## src/rtl/fpm_ctrl_fsm.sv

```systemverilog
// Sequencing controller for the 32-bit floating-point multiplier.
// Owns the 3-bit state register Q consumed by the control-signal decoder,
// times the multiply phase with a 4-bit down-counter, flags completed
// results and counts finished operations. MUL_CYCLES must lie in 1..15
// so that MUL_CYCLES-1 fits the 4-bit cycle counter.
module fpm_ctrl_fsm #(
    parameter int MUL_CYCLES = 3,
    parameter int OPCNT_W    = 16
) (
    input  logic               clk,
    input  logic               reset_n,
    input  logic               start,
    input  logic               abort,
    output logic [2:0]         Q,
    output logic               busy,
    output logic               done,
    output logic               result_valid,
    output logic [OPCNT_W-1:0] op_count
);

    // State codes are fixed by the downstream decoder; do not re-encode.
    localparam logic [2:0] S_IDLE  = 3'b000;
    localparam logic [2:0] S_LOAD  = 3'b001;
    localparam logic [2:0] S_MUL   = 3'b010;
    localparam logic [2:0] S_WRITE = 3'b011;
    localparam logic [2:0] S_DONE  = 3'b100;

    // The counter is loaded with MUL_CYCLES-1 so that MUL lasts exactly
    // MUL_CYCLES cycles including the cycle in which it reaches zero.
    localparam logic [3:0] CNT_LOAD = 4'(MUL_CYCLES - 1);

    logic [2:0]         state_q, state_d;
    logic [3:0]         cnt_q, cnt_d;
    logic [OPCNT_W-1:0] op_count_q, op_count_d;
    logic               result_valid_q, result_valid_d;

    // Next-state, cycle counter, completion counter and result flag.
    always_comb begin
        state_d        = state_q;
        cnt_d          = cnt_q;
        op_count_d     = op_count_q;
        result_valid_d = result_valid_q;

        if (abort && (state_q != S_IDLE)) begin
            // Abort wins over everything except reset; the cancelled
            // operation is not counted and leaves no valid result.
            state_d        = S_IDLE;
            result_valid_d = 1'b0;
        end else begin
            case (state_q)
                S_IDLE: begin
                    if (start) begin
                        state_d        = S_LOAD;
                        result_valid_d = 1'b0;
                    end
                end
                S_LOAD: begin
                    state_d = S_MUL;
                    cnt_d   = CNT_LOAD;
                end
                S_MUL: begin
                    if (cnt_q != 4'd0) begin
                        cnt_d = cnt_q - 4'd1;
                    end else begin
                        state_d = S_WRITE;
                    end
                end
                S_WRITE: begin
                    // Entering DONE: the product register now holds a result.
                    state_d        = S_DONE;
                    op_count_d     = op_count_q + 1'b1;
                    result_valid_d = 1'b1;
                end
                S_DONE: begin
                    // A start held here chains straight into the next load.
                    if (start) begin
                        state_d        = S_LOAD;
                        result_valid_d = 1'b0;
                    end else begin
                        state_d = S_IDLE;
                    end
                end
                default: begin
                    // Unused codes recover to IDLE with no other effect.
                    state_d = S_IDLE;
                end
            endcase
        end
    end

    // State and status registers with synchronous active-low reset.
    always_ff @(posedge clk) begin
        if (!reset_n) begin
            state_q        <= S_IDLE;
            cnt_q          <= 4'd0;
            op_count_q     <= '0;
            result_valid_q <= 1'b0;
        end else begin
            state_q        <= state_d;
            cnt_q          <= cnt_d;
            op_count_q     <= op_count_d;
            result_valid_q <= result_valid_d;
        end
    end

    // Outputs are pure decodes of registered state.
    always_comb begin
        Q            = state_q;
        busy         = (state_q == S_LOAD) || (state_q == S_MUL) ||
                       (state_q == S_WRITE) || (state_q == S_DONE);
        done         = (state_q == S_DONE);
        result_valid = result_valid_q;
        op_count     = op_count_q;
    end

endmodule
```

## config.mk

```make
export PLATFORM = sky130hd
export DESIGN_NAME = fpm_ctrl_fsm
export DESIGN_NICKNAME = d
export VERILOG_FILES = /design/src/rtl/fpm_ctrl_fsm.sv
export SDC_FILE = /design/constraint.sdc
export NUM_CORES = 1
export LEC_CHECK = 0
export ABC_AREA = 1
export CAP_MARGIN = 20
export CORE_MARGIN = 1
export CORE_UTILIZATION = 47
export CTS_BUF_LIST = sky130_fd_sc_hd__clkbuf_4
export CTS_CLUSTER_SIZE = 30
export DETAILED_ROUTE_END_ITERATION = 16
export GPL_TIMING_DRIVEN = 0
export PLACE_DENSITY = 0.77
export SETUP_SLACK_MARGIN = 0.1
export SLEW_MARGIN = 20
export SYNTH_ARGS = -nofsm -noshare
export SYNTH_HDL_FRONTEND = slang
export SYNTH_SLANG_ARGS = --single-unit
```

## constraint.sdc

```tcl
create_clock -name clk -period 1.26 [get_ports clk]
set_input_delay 0.378 -clock clk [delete_from_list [all_inputs] [get_ports clk]]
set_output_delay 0.378 -clock clk [all_outputs]
set_load 0.005 [all_outputs]
```

==> impl_results.md, run 1 <==
* Status: complete, but fails checks
* Failing checks: setup timing
* CP max stage delay at 0.39 ns
* Crit Path Max Fanout at 5
* Starting density of the core at 50.84%
* Crit Path Category: register to output pin
* Hold Slack at 0.3734 ns
* Antenna viol nets, final at 0
* GP Congestion at around 0.76
* Final-stage net count at 267
* Worst IR Drop VDD at 0.7889 mV
* TritonCTS Buffers at 3
* Die W at 54.24 µm
* Grt met2 use at 44.72%
* CTS tree: built
* First-pass GRT wire length at 5.147 mm
* Endpoints failing hold at 0
* Commonest non-fill, non-tap cells in the layout: 40 x nand2_1, 35 x nor2_1, 28 x inv_1, 23 x buf_6, 21 x buf_4
* Root Buffer: clkbuf_4
* Worst-skew pair later-pin latency at 0.32 ns
* Ratio of cells with drive above 1 in the final layout at ~47%
* Sequential share of the synthesized area at 37.46%
* GRT overflow at 0
* Vias at 1510
* Worst slew pin tran at 0.5074 ns
* Mapped Area at 0.001282 mm²
* Met3 usage at 2.500%
* Core Rows at 18
* Startpoint Class: register
* Residual DRC at 0
* Setup violators final at 24
* Violation count after the first detailed-route iteration at 43
* Die Span Y at about 54 µm
* FILL cells at 165
* Commonest non-fill, non-tap cell in the layout: nand2_1
* Total track usage at 24.22%
* RSZ-0062 raised after global routing: yes
* Vias in the first global route at about 1200
* Period utilisation layout at 134.8%
* Routed wire length at 3.801 mm
* Met1 usage at 29.08%
* Min Tclk post-route at 1.699 ns
* Flop pwr share at 47.1%
* Final setup margin at -0.4385 ns
* CP max stage cell: dfxtp_4
* Die ar. at 0.002941 mm²
* Worst Path Buf+Inv at 3
* Slew headroom at between 60% and 70%
* Sw Pwr at ~630 µW
* Slew Limit Fails at 0
* Boundary Pins at 26
* Area Growth Syn to Fin at 57.66%
* Comb pwr share at 33.2%
* First-pass DRT Iterations at 6
* Crit path DAT at 1.32 ns
* Clock transition at the registers of the reported paths at 0.14 ns
* Largest net degree at the start of global routing at 14
* Cts hold-fix bufs at 0
* Fin area at around 0.002 mm²
* Worst Path Required at slightly below 0.9 ns
* Pleak at 0.9444 nW
* IO Port Bufs at 24
* CTS Buffer Depth at 2
* Seq cells post-synth at 24
* Core footprint at 0.002522 mm²
* Routed vias/inst at between 5 and 6
* Clock power frac at 19.7%
* Library cells used by synthesis at 23
* Sw frac at 34.50%
* Mapped Avg Cell Area at 6.445 µm²
* Net Count, Synth at 206
* Worst Setup End Kind: output pin
* Int Pwr at 1.189 mW
* Pwr Density at 897.7 mW/mm²
* Max_cap viols at 0
* Grt peak-use layer: met2
* Initial antenna violation count at 0
* Worst min-delay path class: primary input to register
* H-tree lvl count at 1
* Diode count at 0
* HPWL Detailed at 2.005 mm
* Sink Count at 24
* Worst-path cell chain: nand2_4 -> inv_2 -> nor3_2 -> inv_1 -> nand3b_1 -> buf_2
* Placed Area at 0.001579 mm²
* Max frequency at around 0.59 GHz
* Synth warn at 0
* Crit path max-delay family: flip-flops
* Cells after synthesis at 199
* Drt wl/cell at between 10 and 15 µm
* Layout Skew at ~0.010 ns
routing by layer:
layer	wire, µm	share of wire, %	vias up
met5	0	0	-
met4	66	1.7	0
met3	151	4.0	13
met2	1968	52	51
met1	1614	42	707
li1	-	-	739
sequential cells by signal, indices dropped and copies added (netlist names):
register and cells:
op_count 16, cnt_q 4, Q 3, result_valid 1
timing repair:
action / CTS / global route
gates resized for setup: 142 / 39
pin swaps: 17 / 19
buffers inserted: 32 / 6
endpoints found under the setup margin: 40 / 44
worst reg2reg max path: cells and delay by family, from the launching register on:
kind	cells	cell delay, ns
flops	1	0.41
simple gates	7	0.77
buf+inv	3	0.33
cell families (layout without fill, tap and decap cells):
group | count (synthesis) | in the layout | synth area share, %
buf+inv | 36 | 96 | 10.93
flops | 24 | 24 | 37.46
xor+xnor | 2 | 2 | 1.366
fa+ha+maj | 3 | 3 | 2.927
compound gates | 19 | 19 | 7.805
simple gates | 115 | 115 | 39.51
Yosys cell counts:
cell type / n / share of area (%)
nand2_1: 47 / 14
nor2_1: 42 / 12
inv_1: 32 / 9.4
dfxtp_1: 24 / 37
o21ai_0: 10 / 3.9
nand3_1: 9 / 3.5
a21oi_1: 7 / 2.7
nand4_1: 5 / 2.4
nor3_1: 4 / 1.6
ha_1: 3 / 2.9
inv_2: 2 / 0.59
nor2_2: 2 / 0.98
nor2_4: 2 / 1.8
buf_2: 1 / 0.39
buf_4: 1 / 0.59
nand2_2: 1 / 0.49
nand2_4: 1 / 0.88
nand3b_1: 1 / 0.59
nor3_4: 1 / 1.3
o211ai_1: 1 / 0.59
o21bai_1: 1 / 0.59
xnor2_1: 1 / 0.68
xor2_1: 1 / 0.68
power groups by stage:
stage | combinational (mW) | sequential, mW | clock (mW)
detailed placement | 0.409 | 0.868 | 0
CTS | 0.626 | 0.851 | 0.360
global route | 0.668 | 0.862 | 0.387
global placement | 0.391 | 0.864 | 0
finish | 0.603 | 0.855 | 0.358
floorplan | 0.273 | 0.862 | 0
final cells by class:
cell class                      count  area [µm²]  area share [%]
Tap cell                           30       37.54           1.856
Buffer                              2       12.51          0.6188
Sequential cell                    24       524.3           25.93
Clock inverter                      1       3.754          0.1856
Timing Repair Buffer               56       486.7           24.07
Multi-Input combinational cell    139       807.0           39.91
Clock buffer                        3       22.52           1.114
Inverter                           34       127.6           6.312
metrics by stage:
step	utilization [%]	power (mW)	setup slack [ns]	instances	TNS [ns]
floorplan	-	1.135	0.1049	199	0
global placement	62.60	1.255	-0.4693	253	-8.330
detailed placement	62.60	1.277	-0.5013	253	-8.526
CTS	75.40	1.837	-0.3424	288	-3.582
global route	80.16	1.917	-0.5085	289	-6.490
finish	80.16	1.815	-0.4385	289	-5.033
path summary, 6_finish.rpt:
check,end,slack [ns],startpoint,cells after the start
hold reg to reg,result_valid,0.52,result_valid,2
hold / removal,op_count[3],0.37,reset_n,3
setup / recovery,busy,-0.44,Q[0],6
setup reg to reg,op_count[15],-0.34,Q[1],10
No activity file was read; power rests on OpenSTA's default activity.
==> run 2, diff against run 1 <==
CAP_MARGIN = unset   (was 20)
==> results of run 2 <==
Same layout as run 1: the final DEF is identical, and so are final timing and power.
